--- src/rtl/fft_bfly_seq.sv ---
// fft_bfly_seq: read-side sequencer for a 2^LOG2N-point radix-2 DIT FFT.
// Walks every stage and butterfly of an in-place transform. For each
// butterfly it emits two data-RAM addresses and one twiddle-table address.
// The twiddle table itself lives outside this block.
//
// Optional build macro: FFT_BITREV_LOAD_EN
//   When defined, a LOAD phase runs before the butterflies. In LOAD the
//   block produces bit-reversed write addresses for the incoming samples.
//
// Ports
//   clk       in   clock; all state updates on the rising edge
//   rst_n     in   asynchronous active-low reset
//   start     in   begin a transform; only looked at in IDLE
//   busy      out  high in every state except IDLE
//   done      out  one-cycle pulse when the transform completes
//   bf_valid  out  butterfly descriptor valid
//   bf_ready  in   datapath accepts the descriptor
//   addr_a    out  upper-leg data address
//   addr_b    out  lower-leg data address
//   tw_addr   out  twiddle index; W = exp(-j*2*pi*tw_addr/2^LOG2N)
//   stage     out  current stage, 0..LOG2N-1
//   last_bf   out  high with the final descriptor of a stage
//   in_valid  in   (FFT_BITREV_LOAD_EN) input sample strobe
//   ld_we     out  (FFT_BITREV_LOAD_EN) sample write enable
//   ld_addr   out  (FFT_BITREV_LOAD_EN) bit-reversed sample write address
//
// State  | meaning
// IDLE   | waiting for start
// LOAD   | bit-reversed sample load (FFT_BITREV_LOAD_EN builds only)
// RUN    | presenting butterfly descriptors to the datapath
// DRAIN  | PIPE_DRAIN idle cycles between stages, so writeback can finish
// DONE   | one-cycle done pulse
module fft_bfly_seq #(
  parameter int LOG2N      = 7,
  parameter int PIPE_DRAIN = 4
) (
  input  logic             clk,
  input  logic             rst_n,
  input  logic             start,
  output logic             busy,
  output logic             done,
  output logic             bf_valid,
  input  logic             bf_ready,
  output logic [LOG2N-1:0] addr_a,
  output logic [LOG2N-1:0] addr_b,
  output logic [LOG2N-2:0] tw_addr,
  output logic [2:0]       stage,
  output logic             last_bf
`ifdef FFT_BITREV_LOAD_EN
  ,
  input  logic             in_valid,
  output logic             ld_we,
  output logic [LOG2N-1:0] ld_addr
`endif
);

  localparam int KW = LOG2N - 1;
  localparam logic [KW-1:0]    K_ONES     = '1;
  localparam logic [LOG2N-1:0] ONE        = {{(LOG2N-1){1'b0}}, 1'b1};
  localparam logic [2:0]       S_LAST     = 3'(LOG2N - 1);
  localparam bit               HAS_DRAIN  = (PIPE_DRAIN > 0);
  localparam logic [3:0]       DRAIN_INIT = 4'((PIPE_DRAIN > 0) ? PIPE_DRAIN - 1 : 0);

  typedef enum logic [2:0] {
    S_IDLE,
    S_RUN,
    S_DRAIN,
    S_DONE
`ifdef FFT_BITREV_LOAD_EN
    , S_LOAD
`endif
  } state_e;

  state_e        state_q, state_d;
  logic [KW-1:0] k_q, k_d;
  logic [2:0]    s_q, s_d;
  logic [3:0]    drain_q, drain_d;
`ifdef FFT_BITREV_LOAD_EN
  logic [LOG2N-1:0] n_q, n_d;
`endif

  logic [LOG2N-1:0] addr_a_q, addr_b_q;
  logic [KW-1:0]    tw_q;
  logic [2:0]       stage_q;
  logic             last_q;

  // Descriptor for the butterfly that will be presented next cycle.
  logic [LOG2N-1:0] half_d, addr_a_d, addr_b_d;
  logic [KW-1:0]    pos_d, grp_d, tw_d;
  logic [3:0]       grp_sh, tw_sh;
  logic             last_d;

  // Next-state logic
  always_comb begin
    state_d = state_q;
    k_d     = k_q;
    s_d     = s_q;
    drain_d = drain_q;
`ifdef FFT_BITREV_LOAD_EN
    n_d     = n_q;
`endif
    case (state_q)
      S_IDLE: begin
        if (start) begin
          k_d = '0;
          s_d = '0;
`ifdef FFT_BITREV_LOAD_EN
          n_d     = '0;
          state_d = S_LOAD;
`else
          state_d = S_RUN;
`endif
        end
      end
`ifdef FFT_BITREV_LOAD_EN
      S_LOAD: begin
        if (in_valid) begin
          n_d = n_q + ONE;
          if (n_q == '1) state_d = S_RUN;
        end
      end
`endif
      S_RUN: begin
        if (bf_ready) begin
          if (k_q == K_ONES) begin
            k_d = '0;
            if (HAS_DRAIN) begin
              state_d = S_DRAIN;
              drain_d = DRAIN_INIT;
            end else if (s_q == S_LAST) begin
              state_d = S_DONE;
            end else begin
              s_d = s_q + 3'd1;
            end
          end else begin
            k_d = k_q + 1'b1;
          end
        end
      end
      S_DRAIN: begin
        if (drain_q == 4'd0) begin
          if (s_q == S_LAST) begin
            state_d = S_DONE;
          end else begin
            s_d     = s_q + 3'd1;
            state_d = S_RUN;
          end
        end else begin
          drain_d = drain_q - 4'd1;
        end
      end
      S_DONE:  state_d = S_IDLE;
      default: state_d = S_IDLE;
    endcase
  end

  // Address generation for the next butterfly.
  // pos = k mod 2^s, grp = k >> s; addr_a = grp*2^(s+1) + pos.
  always_comb begin
    half_d   = ONE << s_d;
    pos_d    = k_d & ~(K_ONES << s_d);
    grp_d    = k_d >> s_d;
    grp_sh   = {1'b0, s_d} + 4'd1;
    addr_a_d = ({1'b0, grp_d} << grp_sh) | {1'b0, pos_d};
    addr_b_d = addr_a_d | half_d;
    tw_sh    = 4'(LOG2N - 1) - {1'b0, s_d};
    tw_d     = pos_d << tw_sh;
    last_d   = (k_d == K_ONES);
  end

  always_ff @(posedge clk or negedge rst_n) begin
    if (!rst_n) begin
      state_q  <= S_IDLE;
      k_q      <= '0;
      s_q      <= '0;
      drain_q  <= '0;
`ifdef FFT_BITREV_LOAD_EN
      n_q      <= '0;
`endif
      addr_a_q <= '0;
      addr_b_q <= '0;
      tw_q     <= '0;
      stage_q  <= '0;
      last_q   <= 1'b0;
    end else begin
      state_q <= state_d;
      k_q     <= k_d;
      s_q     <= s_d;
      drain_q <= drain_d;
`ifdef FFT_BITREV_LOAD_EN
      n_q     <= n_d;
`endif
      // Reloading while stalled writes back identical values, which keeps
      // the descriptor stable. Outside RUN the outputs hold their last values.
      if (state_d == S_RUN) begin
        addr_a_q <= addr_a_d;
        addr_b_q <= addr_b_d;
        tw_q     <= tw_d;
        stage_q  <= s_d;
        last_q   <= last_d;
      end
    end
  end

  assign busy     = (state_q != S_IDLE);
  assign done     = (state_q == S_DONE);
  assign bf_valid = (state_q == S_RUN);
  assign addr_a   = addr_a_q;
  assign addr_b   = addr_b_q;
  assign tw_addr  = tw_q;
  assign stage    = stage_q;
  assign last_bf  = last_q;

`ifdef FFT_BITREV_LOAD_EN
  logic [LOG2N-1:0] n_rev;
  always_comb begin
    n_rev = '0;
    for (int i = 0; i < LOG2N; i++) n_rev[i] = n_q[LOG2N-1-i];
  end
  assign ld_we   = (state_q == S_LOAD) && in_valid;
  assign ld_addr = n_rev;
`endif

endmodule

--- config.mk ---
export PLATFORM = sky130hd
export DESIGN_NAME = fft_bfly_seq
export DESIGN_NICKNAME = d
export VERILOG_FILES = /design/src/rtl/fft_bfly_seq.sv
export SDC_FILE = /design/constraint.sdc
export NUM_CORES = 1
export LEC_CHECK = 0
export CAP_MARGIN = 15
export CORE_MARGIN = 4
export CORE_UTILIZATION = 35
export CTS_CLUSTER_DIAMETER = 80
export CTS_CLUSTER_SIZE = 8
export DETAILED_ROUTE_END_ITERATION = 16
export GPL_TIMING_DRIVEN = 0
export SLEW_MARGIN = 20
export SYNTH_ARGS = -nofsm -noshare
export SYNTH_HDL_FRONTEND = slang
export SYNTH_SLANG_ARGS = --single-unit
--- constraint.sdc ---
create_clock -name clk -period 4.1 [get_ports clk]
set_clock_uncertainty 0.05 [all_clocks]
set_input_delay 1.23 -clock clk [delete_from_list [all_inputs] [get_ports clk]]
set_output_delay 1.23 -clock clk [all_outputs]
set_load 0.01 [all_outputs]
* Word level (Yosys, flattened, before mapping)
Cells that the tools add are included.
** Storage, ports and cells
- Register bits after elaboration :: 40
- Input bits :: 4
- Output and inout port bits :: 27
- Logic and storage cells :: 56
** Operators by class
- $add $sub $neg :: 5
- Eq/ne operators :: 10
- Shifts and indexed selects :: 5
- Mux-type cells :: 18
- Bitwise logic cells :: 4
- Reduce and logical (&&, ||, !) cells :: 5
** Operators by type and width (number)
- 3-bit two-way mux :: 7
- 6-bit two-way mux :: 3
- 6-bit == test, second input constant :: 2
- 4-bit two-way mux :: 3
- 6-bit one-hot mux with 2 select lines :: 1
- 3-bit one-hot mux with 3 select lines :: 1
- 4-bit one-hot mux with 2 select lines :: 1
- 7-bit by 6-bit bitwise OR with 7-bit output :: 1
- 7-bit bitwise OR :: 1
- 1-bit by 3-bit left shift with 7-bit output, first input constant :: 1
- 6-bit by 4-bit left shift with 7-bit output :: 1
- 6-bit by 1-bit adder with 6-bit output, second input constant :: 1
- 6-bit AND :: 1
- 3-bit by 1-bit == test with 1-bit output, second input constant :: 2
- 3-bit by 2-bit == test with 1-bit output, second input constant :: 2
- 6-bit inverter :: 1
- 3-bit one-hot mux with 2 select lines :: 1
- 6-bit by 3-bit left shift with 6-bit output, first input constant :: 1
- 6-bit by 4-bit left shift with 6-bit output :: 1
- 6-bit by 3-bit right shift with 6-bit output :: 1
- 3-bit by 1-bit adder with 4-bit output, second input constant :: 1
- 4-bit logical NOT :: 1
- 2-bit by 1-bit != test with 1-bit output, second input constant :: 2
- 4-bit AND reduction :: 1
- 9 further kinds :: 9

* Logic depth before layout (Yosys ltp)
- Word-level depth :: 9
- Mapped depth :: 16
- Gate-level depth less buffers :: 14

* Worst setup path after synthesis
OpenSTA, ideal clock, no wires.
- Path type :: input -> register
- From :: input start
- To :: register addr_b_q[5] (netlist: addr_b[5])
- Arrival time :: 3429 ps
- Slack :: 490 ps
- Stages :: 13
- Path through :: o21ai_0 -> a211o_1 -> buf_6 -> clkbuf_1 -> ha_1 -> inv_1 -> ha_1 -> clkbuf_1 -> xnor2_1 -> nand3_1 -> o211ai_1 -> a41oi_1 -> a21oi_1
** Between the ends
- Longest elaborated chain between the ends :: 7
- Elaborated cells between the ends (all ways) :: 16
- Classes of those cells :: add/sub (1); eq/ne (1); shift (4); mux (6); bitwise (4)
** Ends and longest elaborated chain
- start, declared :: RTL line 39 : input logic start,
- 3-bit two-way mux * :: RTL line 104 : if (start) begin
- 3-bit one-hot mux with 2 select lines * :: RTL line 102 : case (state_q)
- via s_d[0] :: RTL line 76 : logic [2:0] s_q, s_d;
- parallel branches: the longest is 4 deep, another holds 3-bit by 1-bit adder with 4-bit output
- 7-bit bitwise OR * :: RTL line 165 : addr_b_d = addr_a_d | half_d;
- end signal, assigned :: RTL line 197 : addr_b_q <= addr_b_d;
- end, declared :: RTL line 82 : logic [LOG2N-1:0] addr_a_q, addr_b_q;
Mark *: on every way through the listed nets, which the timed path passes.
A chain may end at the register's enable or synchronous reset.

* Final worst setup path
- From :: input bf_ready
- To :: register addr_b_q[2] (netlist: addr_b[2])
** Between the ends
- Longest elaborated chain between the ends :: 6
- Elaborated cells between the ends (all ways) :: 10
- Classes of those cells :: eq/ne (1); shift (2); mux (4); bitwise (3)
** Ends and longest elaborated chain
- start, declared :: RTL line 43 : input logic bf_ready,
- 6-bit two-way mux :: RTL line 124 : if (bf_ready) begin
- 6-bit one-hot mux with 2 select lines :: RTL line 102
- via k_d[5] :: RTL line 75 : logic [KW-1:0] k_q, k_d;
- 6-bit by 3-bit right shift with 6-bit output :: RTL line 162 : grp_d = k_d >> s_d;
- 6-bit by 4-bit left shift with 7-bit output :: RTL line 164 : addr_a_d = ({1'b0, grp_d} << grp_sh) | {1'b0, pos_d};
- 7-bit by 6-bit bitwise OR with 7-bit output :: RTL line 164
- 7-bit bitwise OR :: RTL line 165
The timed path passes the listed nets, and every way through them passes these cells.

==> reports/metrics.csv <==
stage;metric;value;unit
critical_path;crit_path_max_fanout;6;
cts;cts_root_buf;clkbuf_8;
placed_design;dp_hpwl;5090;um
cts;clock_sinks;40;
floorplan;start_util;36.0;%
cts;cts_inserted_buffers;5;
floorplan;die_x;94.4;um
power_and_ir_drop;internal-power;0.000615;W
timing;slew_viol_final;0;
cts;clkLatencyLatePin;0.30;ns
cts;cts_tree;built;
placed_design;io_buffers;30;
placed_design;dpl_worst_slack;-0.608;ns
logic_synthesis;ys_ff_latch;40;
detailed_routing;wl_per_cell;15.6;um
detailed_routing;dr_total_vias;2434;
detailed_routing;first_iter_violations;255;
critical_path;startpoint_type;primary input;
cts;cts_buffer_depth;2;
global_route;track_usage;16.8;%
cells_and_area;stdcell_count;441;
logic_synthesis;syn_area;2610;um^2
floorplan;rows;31;
cells_and_area;fin_area;3180;um^2
cells_and_area;fin_nets;355;
detailed_routing;routed_wl;6870;um
timing;period_minus_slack;4.00;ns
timing;max_freq;250;MHz
logic_synthesis;postSynthCellCount;304;
cells_and_area;syn_to_final_growth;21.9;%
cells_and_area;diodes;0;
cts;cts.reportedPaths.clkPinSlew;0.08;ns
power_and_ir_drop;swShare;27.3;%
detailed_routing;drc;0;
logic_synthesis;synth_edf_count;0;
timing;finalCritPeriodShare;97.5;%
logic_synthesis;syn_nets;318;
cts;h-tree-depth;2;
timing;setup_viol;0;
cells_and_area;final_layout_size_suffix_gt1_share;13.2;%
critical_path;cp.required;4.24;ns
outcome;status;completed;
timing;worst_slack;0.104;ns
power_and_ir_drop;comb_power_share;16.1;%
placed_design;place_area;3060;um^2
floorplan;core_area;7250;um^2
global_route;grt_max_degree;24;
power_and_ir_drop;power.share.sequential;50.7;%
detailed_routing;ant_nets;0;
placed_design;gp_congestion;0.963;
global_route;grt_pass1_vias;2367;
power_and_ir_drop;ir_drop;141;uV
floorplan;dieHeight;94.4;um
global_route;grt_pass1_wl;11900;um
power_and_ir_drop;power_frac_clock;33.2;%
logic_synthesis;async_flop_share;100;%
critical_path;criticalPathCategory;primary input to flip-flop;
critical_path;crit_path_end_kind;flip-flop;
timing;final-hold-violation-count;0;
floorplan;ios;31;
timing;rsz0062_at_grt;false;
cells_and_area;nFillCells;722;
logic_synthesis;synth_ff_type;dfrtp_1;
logic_synthesis;synth_area_per_cell;8.59;um^2
power_and_ir_drop;power_switching;0.000231;W
logic_synthesis;yosysWarnings;0;
min_path;hold_class;flip-flop to flip-flop;
logic_synthesis;synth_cell_type_count;67;
flow_run;drv_cap;0;
timing;worst_slew_pin_slew;0.598;ns
global_route;antenna_found_initial;0;
detailed_routing;via_per_inst;5.52;
power_and_ir_drop;power.leakage;1.34;nW
detailed_routing;drtPass1Iterations;4;
floorplan;die_area;8910;um^2
timing;slew_headroom;59.7;%
critical_path;arrival;4.14;ns
placed_design;dp_cells;434;
power_and_ir_drop;power_density;266;nW/um^2
logic_synthesis;yosysSeqAreaShare;38.3;%
global_route;overflow;0;
## worst paths after layout
check / slack (ns) / to / cells after the start / startpoint
setup / recovery: 0.10 / addr_b[2]$_DFFE_PN0N_ / 10 / bf_ready
hold / removal: 0.43 / tw_addr[3]$_DFFE_PN0N_ / 2 / tw_addr[3]$_DFFE_PN0N_
setup reg to reg: 0.49 / addr_a[3]$_DFFE_PN0N_ / 14 / drain_q[0]$_DFFE_PN0P_
hold reg to reg: 0.43 / tw_addr[3]$_DFFE_PN0N_ / 2 / tw_addr[3]$_DFFE_PN0N_
max in group asynchronous: 2.71 / addr_a[6]$_DFFE_PN0N_ / 2 / rst_n
min in group asynchronous: 0.82 / drain_q[1]$_DFFE_PN0P_ / 1 / rst_n
## sequential cells by signal, summed over array words and instances (netlist names)
register	count
s_q	3
tw_addr	6
last_bf	1
state_q	3
k_q	6
stage	3
addr_a	7
drain_q	4
addr_b	7
## per-stage QoR
step | setup TNS (ns) | utilization, % | power (W) | hold slack (ns)
4_1_cts | 0 | 43.5 | 0.000855 | 0.440
5_1_grt | 0 | 43.9 | 0.000893 | 0.467
2_1_floorplan | 0 | - | 0.000503 | 0.445
3_3_place_gp | -8.10 | 41.8 | 0.000570 | 0.417
3_5_place_dp | -7.96 | 42.2 | 0.000572 | 0.422
6_report | 0 | 43.9 | 0.000845 | 0.433
## per-layer routing
| layer | wire (um) | share of wire, % | global-route usage, % | vias to the layer above |
|---|---|---|---|---|
| li1 | - | - | - | 1179 |
| met4 | 100 | 1.5 | 5.90 | 0 |
| met3 | 351 | 5.1 | 3.59 | 7 |
| met5 | 0 | 0 | 0 | - |
| met2 | 2980 | 43 | 24.1 | 82 |
| met1 | 3430 | 50 | 24.8 | 1166 |
## kinds of logic (layout without fill, tap and decap cells)
kind of cell / count (synthesis) / after routing / synth area share (%)
fa+ha+maj: 10 / 10 / 4.79
mux: 9 / 9 / 3.83
flops: 40 / 40 / 38.3
compound gates: 91 / 91 / 23.3
other cells: 1 / 1 / 0.144
buf+inv: 38 / 76 / 6.71
simple gates: 113 / 113 / 22.2
xor+xnor: 2 / 2 / 0.671
## Yosys cell counts (all sizes together), types with 4 or more instances
library cell / number / area (um^2)
ha: 10 / 125
buf: 11 / 73.8
inv: 16 / 60.1
a31oi: 6 / 37.5
or2: 4 / 25.0
a21oi: 19 / 98.9
mux2i: 4 / 40.0
dfrtp: 40 / 1000
o21ai: 25 / 125
nand2: 27 / 101
clkbuf: 11 / 41.3
nor3: 13 / 65.1
or3: 4 / 25.0
nor2: 26 / 97.6
nand3: 16 / 80.1
mux2: 5 / 60.1
o211ai: 9 / 67.6
a211o: 4 / 36.3
## repair_timing
item                                    4_1_cts  5_1_grt
gates resized for setup                       2       10
buffers inserted                              0        0
endpoints found under the setup margin       15       13
hold buffers                                  0        0
## power groups by stage
stage / combinational, W / sequential [W] / clock, W
floorplan: 0.0000613 / 0.000442 / 0
global placement: 0.000133 / 0.000437 / 0
detailed placement: 0.000135 / 0.000437 / 0
CTS: 0.000137 / 0.000429 / 0.000289
global route: 0.000153 / 0.000433 / 0.000307
finish: 0.000136 / 0.000429 / 0.000280
## layout by cell type (no fill, tap or decap), types with 6 or more instances in the layout
cell,count
o21ai_0,22
nand3_1,16
a21oi_1,18
o211ai_1,9
nor3_1,12
buf_2,6
nor2_1,25
a31oi_1,6
clkdlybuf4s50_1,28
inv_1,14
dfrtp_1,40
ha_1,10
clkbuf_1,9
nand2_1,27
clkbuf_8,6
## critical path, stage by stage
cell and delay (ns):
clkdlybuf4s50_1 0.58, nand4_2 0.19, a2111o_1 0.46, a211oi_2 0.55, inv_2 0.14, nand3_1 0.12
a31oi_1 0.18, o221ai_1 0.37, o21ai_2 0.11, o22a_1 0.19
## layout make-up
| class | count | area, um^2 | share of cell area, % |
|---|---|---|---|
| Timing Repair Buffer | 31 | 325 | 10.2 |
| Sequential cell | 40 | 1000 | 31.4 |
| Clock buffer | 7 | 86.3 | 2.71 |
| Clock inverter | 1 | 7.51 | 0.236 |
| Inverter | 16 | 60.1 | 1.89 |
| Multi-Input combinational cell | 226 | 1460 | 45.8 |
| Buffer | 21 | 120 | 3.77 |
| Tap cell | 99 | 124 | 3.89 |
(Power assumes the default switching activity.)
